[src/rtl/senha_pkg.sv]
// Shared types for the keypad code-capture block: digit width, digit type and FSM states.
package senha_pkg;

  localparam int DIGIT_W = 4;

  typedef enum logic [1:0] {ENTRY, CHECK, DISARMED, LOCKED} senha_state_t;

  typedef logic [DIGIT_W-1:0] digit_t;

endpackage

[src/rtl/registrador_digitos.sv]
// Buffer of N_DIGITS entered digits: one synchronous write port, one combinational read port.
module registrador_digitos
  import senha_pkg::*;
#(
  parameter int N_DIGITS = 4,
  parameter int IW       = $clog2(N_DIGITS)
) (
  input  logic          clk,
  input  logic          rst_n,
  input  logic          wr_en,
  input  logic [IW-1:0] wr_idx,
  input  digit_t        wr_data,
  input  logic [IW-1:0] rd_idx,
  output digit_t        rd_data
);

  digit_t mem [N_DIGITS];

  always_ff @(posedge clk or negedge rst_n) begin
    if (!rst_n) begin
      for (int i = 0; i < N_DIGITS; i++) mem[i] <= '0;
    end else if (wr_en) begin
      mem[wr_idx] <= wr_data;
    end
  end

  assign rd_data = mem[rd_idx];

endmodule

[src/rtl/captura_senha.sv]
// Keypad code capture: buffers N_DIGITS digits, streams them to the external comparator on enter,
// and tracks disarm / failed tries / lockout. Optional idle timeout: CAPTURA_SENHA_TIMEOUT_EN.
module captura_senha
  import senha_pkg::*;
#(
  parameter int N_DIGITS       = 4,
  parameter int MAX_TRIES      = 3,
  parameter int TIMEOUT_CYCLES = 5000
) (
  input  logic                           clk,
  input  logic                           rst_n,
  input  logic                           key_valid,
  input  digit_t                         key_digit,
  input  logic                           key_clear,
  input  logic                           key_enter,
  output digit_t                         cmp_q1,
  output logic [$clog2(N_DIGITS)-1:0]    cmp_idx,
  output logic                           cmp_enable,
  input  logic                           cmp_s,
  output logic [$clog2(N_DIGITS+1)-1:0]  digit_count,
  output logic                           disarmed,
  output logic                           fail,
  output logic [$clog2(MAX_TRIES+1)-1:0] tries_left,
  output logic                           locked
);

  localparam int IW = $clog2(N_DIGITS);
  localparam int CW = $clog2(N_DIGITS + 1);
  localparam int TW = $clog2(MAX_TRIES + 1);

  senha_state_t  state, state_nxt;
  logic [CW-1:0] cnt, cnt_nxt;
  logic [IW-1:0] idx, idx_nxt;
  logic          acc, acc_nxt;
  logic [TW-1:0] tries, tries_nxt;
  logic          fail_r, fail_nxt;
  logic          wr_en;
  logic          timeout;
  digit_t        rd_data;
  logic          any_key;

  assign any_key = key_valid | key_clear | key_enter;

  registrador_digitos #(.N_DIGITS(N_DIGITS), .IW(IW)) u_buf (
    .clk     (clk),
    .rst_n   (rst_n),
    .wr_en   (wr_en),
    .wr_idx  (cnt[IW-1:0]),
    .wr_data (key_digit),
    .rd_idx  (idx),
    .rd_data (rd_data)
  );

`ifdef CAPTURA_SENHA_TIMEOUT_EN
  localparam int OW = $clog2(TIMEOUT_CYCLES + 1);
  logic [OW-1:0] idle;

  assign timeout = (state == ENTRY) && !any_key && (cnt != '0) && (idle == OW'(TIMEOUT_CYCLES - 1));

  // Idle cycles are only counted while a partial entry is pending.
  always_ff @(posedge clk or negedge rst_n) begin
    if (!rst_n) begin
      idle <= '0;
    end else if (state != ENTRY || any_key || cnt == '0 || timeout) begin
      idle <= '0;
    end else begin
      idle <= idle + OW'(1);
    end
  end
`else
  logic unused_timeout_cfg;
  assign unused_timeout_cfg = (TIMEOUT_CYCLES != 0);
  assign timeout = 1'b0;
`endif

  always_ff @(posedge clk or negedge rst_n) begin
    if (!rst_n) begin
      state  <= ENTRY;
      cnt    <= '0;
      idx    <= '0;
      acc    <= 1'b0;
      tries  <= TW'(MAX_TRIES);
      fail_r <= 1'b0;
    end else begin
      state  <= state_nxt;
      cnt    <= cnt_nxt;
      idx    <= idx_nxt;
      acc    <= acc_nxt;
      tries  <= tries_nxt;
      fail_r <= fail_nxt;
    end
  end

  always_comb begin
    state_nxt = state;
    cnt_nxt   = cnt;
    idx_nxt   = idx;
    acc_nxt   = acc;
    tries_nxt = tries;
    fail_nxt  = 1'b0;
    wr_en     = 1'b0;
    case (state)
      ENTRY: begin
        if (key_clear) begin
          cnt_nxt = '0;
        end else if (key_enter) begin
          if (cnt == CW'(N_DIGITS)) begin
            state_nxt = CHECK;
            idx_nxt   = '0;
            acc_nxt   = 1'b1;
          end
        end else if (key_valid) begin
          if (cnt < CW'(N_DIGITS)) begin
            wr_en   = 1'b1;
            cnt_nxt = cnt + CW'(1);
          end
        end else if (timeout) begin
          cnt_nxt = '0;
        end
      end
      CHECK: begin
        acc_nxt = acc & cmp_s;
        idx_nxt = idx + IW'(1);
        if (idx == IW'(N_DIGITS - 1)) begin
          idx_nxt = '0;
          if (acc & cmp_s) begin
            state_nxt = DISARMED;
          end else begin
            fail_nxt  = 1'b1;
            cnt_nxt   = '0;
            if (tries != '0) tries_nxt = tries - TW'(1);
            state_nxt = (tries <= TW'(1)) ? LOCKED : ENTRY;
          end
        end
      end
      default: ;
    endcase
  end

  assign cmp_enable  = (state == CHECK);
  assign cmp_idx     = cmp_enable ? idx : '0;
  assign cmp_q1      = cmp_enable ? rd_data : '0;
  assign digit_count = cnt;
  assign disarmed    = (state == DISARMED);
  assign locked      = (state == LOCKED);
  assign fail        = fail_r;
  assign tries_left  = tries;

endmodule

[config.mk]
export PLATFORM = sky130hd
export DESIGN_NAME = captura_senha
export DESIGN_NICKNAME = d
export VERILOG_FILES = /design/src/rtl/senha_pkg.sv /design/src/rtl/registrador_digitos.sv /design/src/rtl/captura_senha.sv
export SDC_FILE = /design/constraint.sdc
export NUM_CORES = 1
export LEC_CHECK = 0
export CORE_UTILIZATION = 55
export DETAILED_ROUTE_END_ITERATION = 12
export PLACE_DENSITY = 0.93
export SETUP_SLACK_MARGIN = 0.2
export SLEW_MARGIN = 20
export SYNTH_ARGS = -nofsm -noshare
export SYNTH_HDL_FRONTEND = slang
export SYNTH_SLANG_ARGS = --single-unit
[constraint.sdc]
create_clock -name clk -period 2.7 [get_ports clk]
set_clock_uncertainty 0.2 [all_clocks]
set_input_delay 0.54 -clock clk [delete_from_list [all_inputs] [get_ports clk]]
set_output_delay 0.54 -clock clk [all_outputs]
set_load 0.005 [all_outputs]
==> metrics.yaml <==
critical_path:
  r2r_end: "digit_count[1]"
  cp-endpoint: "cmp_q1[1]"
  start_kind: "flop"
  reg2reg_depth: 6
  cpLargestDelayFamily: "multiplexers"
  critical_path_class: "flop to primary output"
  cpMaxStageDelayCell: "mux4_2"
  crit_buf_inv: 2
  critPathCaptureType: "primary output"
  max_stage_delay_ns: 0.47
  worstSetupStartpoint: "idx[0]"
  path_max_fanout: 4
  r2r_start: "idx[0]"
  cp_data_arrival_time_ns: 1.72
  cp.required_ns: 1.96
  cp_cell_sequence: "buf_6 -> mux4_2 -> and2_1 -> clkdlybuf4s15_1"
  crit_cells: 4
  rrSetupSlack_ns: 0.66
cts:
  cts_made_buffers: 3
  clockBufferDepth: 2
  cts_tree: "built"
  clock_latency_ns: 0.33
  root_buffer: "clkbuf_4"
  path_clk_slew_ns: 0.14
  cts_sinks: 27
  cts.htree.levels: 1
logic_synthesis:
  synth-async-reset-ratio_pct: 100
  synth.area.top_cells: "dfrtp_1, mux2_2, mux4_2"
  synth_ff_type: "dfrtp_1"
  ys_seq_area_share_pct: 49.3
  synth-seq-cells: 27
  synth-edff-count: 0
  yosysWarningCount: 0
  syn_nets: 123
  netlist_area_um2: 1380
  synth_top_area_share_pct: 45.5
  syn_inst: 106
  ys_types: 31
  avgSynthCellArea_um2: 13.0
  yosysTopAreaCell: "dfrtp_1"
timing:
  final_max_slew_viol_count: 0
  rsz0062_at_grt: "true"
  fin_crit_sh_pct: 91.1
  fmax_mhz: 407
  setup_ws_ns: 0.241
  hold_viol: 0
  post-route-min-period_ns: 2.46
  setup-tns-final_ns: 0
  setup_viol: 0
  tightest_slew_ns: 0.346
  relSlewSlack_pct: 77.0
layout:
  drive_above_1_share_pct: 38.4
  layout_commonest_cell: "dfrtp_1"
  design_area_um2: 1780
  area_growth_syn_to_layout_pct: 29.7
  final_nets: 164
  post-route-util_pct: 78.3
  layout_common_cells: "dfrtp_1, clkdlybuf4s50_1, mux2_2"
  diodes: 0
floorplanning:
  dieArea_um2: 2700
  die_y_um: 52
  start_util_pct: 60.4
  die_w_um: 52
  core_area_um2: 2280
  rows: 17
  ioPinCount: 25
power:
  vdd_drop_max_mv: 0.543
  power.total_mw: 1.40
  p_leak_nw: 0.852
  power_density_nw_per_um2: 784
detailed_routing:
  wl_um: 2970
  antenna_left: 0
  wl_per_cell_um: 17.1
  drcViolationCount: 0
  via_count: 991
  via_per_inst: 5.70
  first_iter_violations: 10
  firstDrtPassIters: 4
min_path:
  min-delay-path-class: "flop to flop"
grt:
  antenna_found_initial: 0
  grt_pass1_wl_um: 4570
  track_usage_pct: 23.9
  grt_pass1_vias: 982
  grt_max_degree: 28
  overflow: 0
placement:
  io_buffer_count: 24
  routabilityCongestion: 0.735
  dp_hpwl_um: 1940
  pre_cts_slack_ns: 0.237
  post_dp_cell_area_um2: 1650
run:
  maxCapViolCount: 0
status:
  status: "finished clean"
-- cell usage after synthesis, types with 2 or more instances --
cell type  instances
nand3_1            5
a31o_2             3
and2_1             8
o21ai_0            4
ha_1               7
mux4_2             4
nor2_1             3
nand3b_1           2
mux2_2            16
buf_2              2
mux2i_1            2
dfrtp_1           25
dfstp_2            2
inv_1              6
-- power by group --
part | leakage, nW | switching [mW] | internal, mW | total [mW]
combinational | 0.493 | 0.203 | 0.374 | 0.577
clock | 0.0150 | 0.115 | 0.0580 | 0.173
sequential | 0.344 | 0.110 | 0.539 | 0.648
-- worst min-delay path by stage --
stage,end,cells after the start,startpoint,slack (ns)
6_report,u_buf.mem[7],1,u_buf.mem[7],0.32
2_1_floorplan,acc,0,rst_n,0.04
5_1_grt,u_buf.mem[1],1,u_buf.mem[1],0.35
4_1_cts,u_buf.mem[7],1,u_buf.mem[7],0.32
3_3_place_gp,u_buf.mem[6],1,u_buf.mem[6],0.28
3_5_place_dp,u_buf.mem[7],1,u_buf.mem[7],0.29
-- layer usage --
layer  up-vias  track usage [%]  share of wire, %  routed length, um
met2        35             40.6                50               1470
met3         5             1.75               3.2                 94
met1       491             31.1                46               1360
li1        460                -                 -                  -
met4         0             10.8               1.5                 44
met5         -                0                 0                  0
-- sequential cells by signal, summed over array words and instances, names as in the netlist --
| signal | count |
|---|---|
| fail | 1 |
| acc | 1 |
| state | 2 |
| u_buf.mem | 16 |
| idx | 2 |
| digit_count | 3 |
| tries_left | 2 |
-- cell families (layout without fill, tap and decap cells) --
kind of cell / count (synthesis) / count (layout) / synth area share [%]
xor+xnor: 1 / 1 / 0.637
compound gates: 11 / 11 / 6.37
fa+ha+maj: 7 / 7 / 6.37
simple gates: 28 / 28 / 13.0
buf+inv: 10 / 50 / 3.18
mux: 22 / 22 / 21.1
flops: 27 / 27 / 49.3
-- timing repair --
item,4_1_cts,5_1_grt
hold buffers,0,0
buffers inserted,7,6
resized for setup,7,14
setup endpoints to repair,6,6
pin swaps,0,1
-- per-stage QoR --
step | instances | hold WS [ns]
floorplan | 106 | 0.0444
global placement | 157 | 0.282
detailed placement | 157 | 0.287
CTS | 168 | 0.319
global route | 174 | 0.346
finish | 174 | 0.318
-- area by class of cell --
type | instances | area (um^2)
clock buffer | 4 | 26.3
sequential | 27 | 682
tap | 28 | 35.0
timing repair buffer | 39 | 358
fill | 129 | 493
multi-input combinational | 69 | 656
inverter | 7 | 26.3
Note: power is estimated with default switching activity, not from simulation.
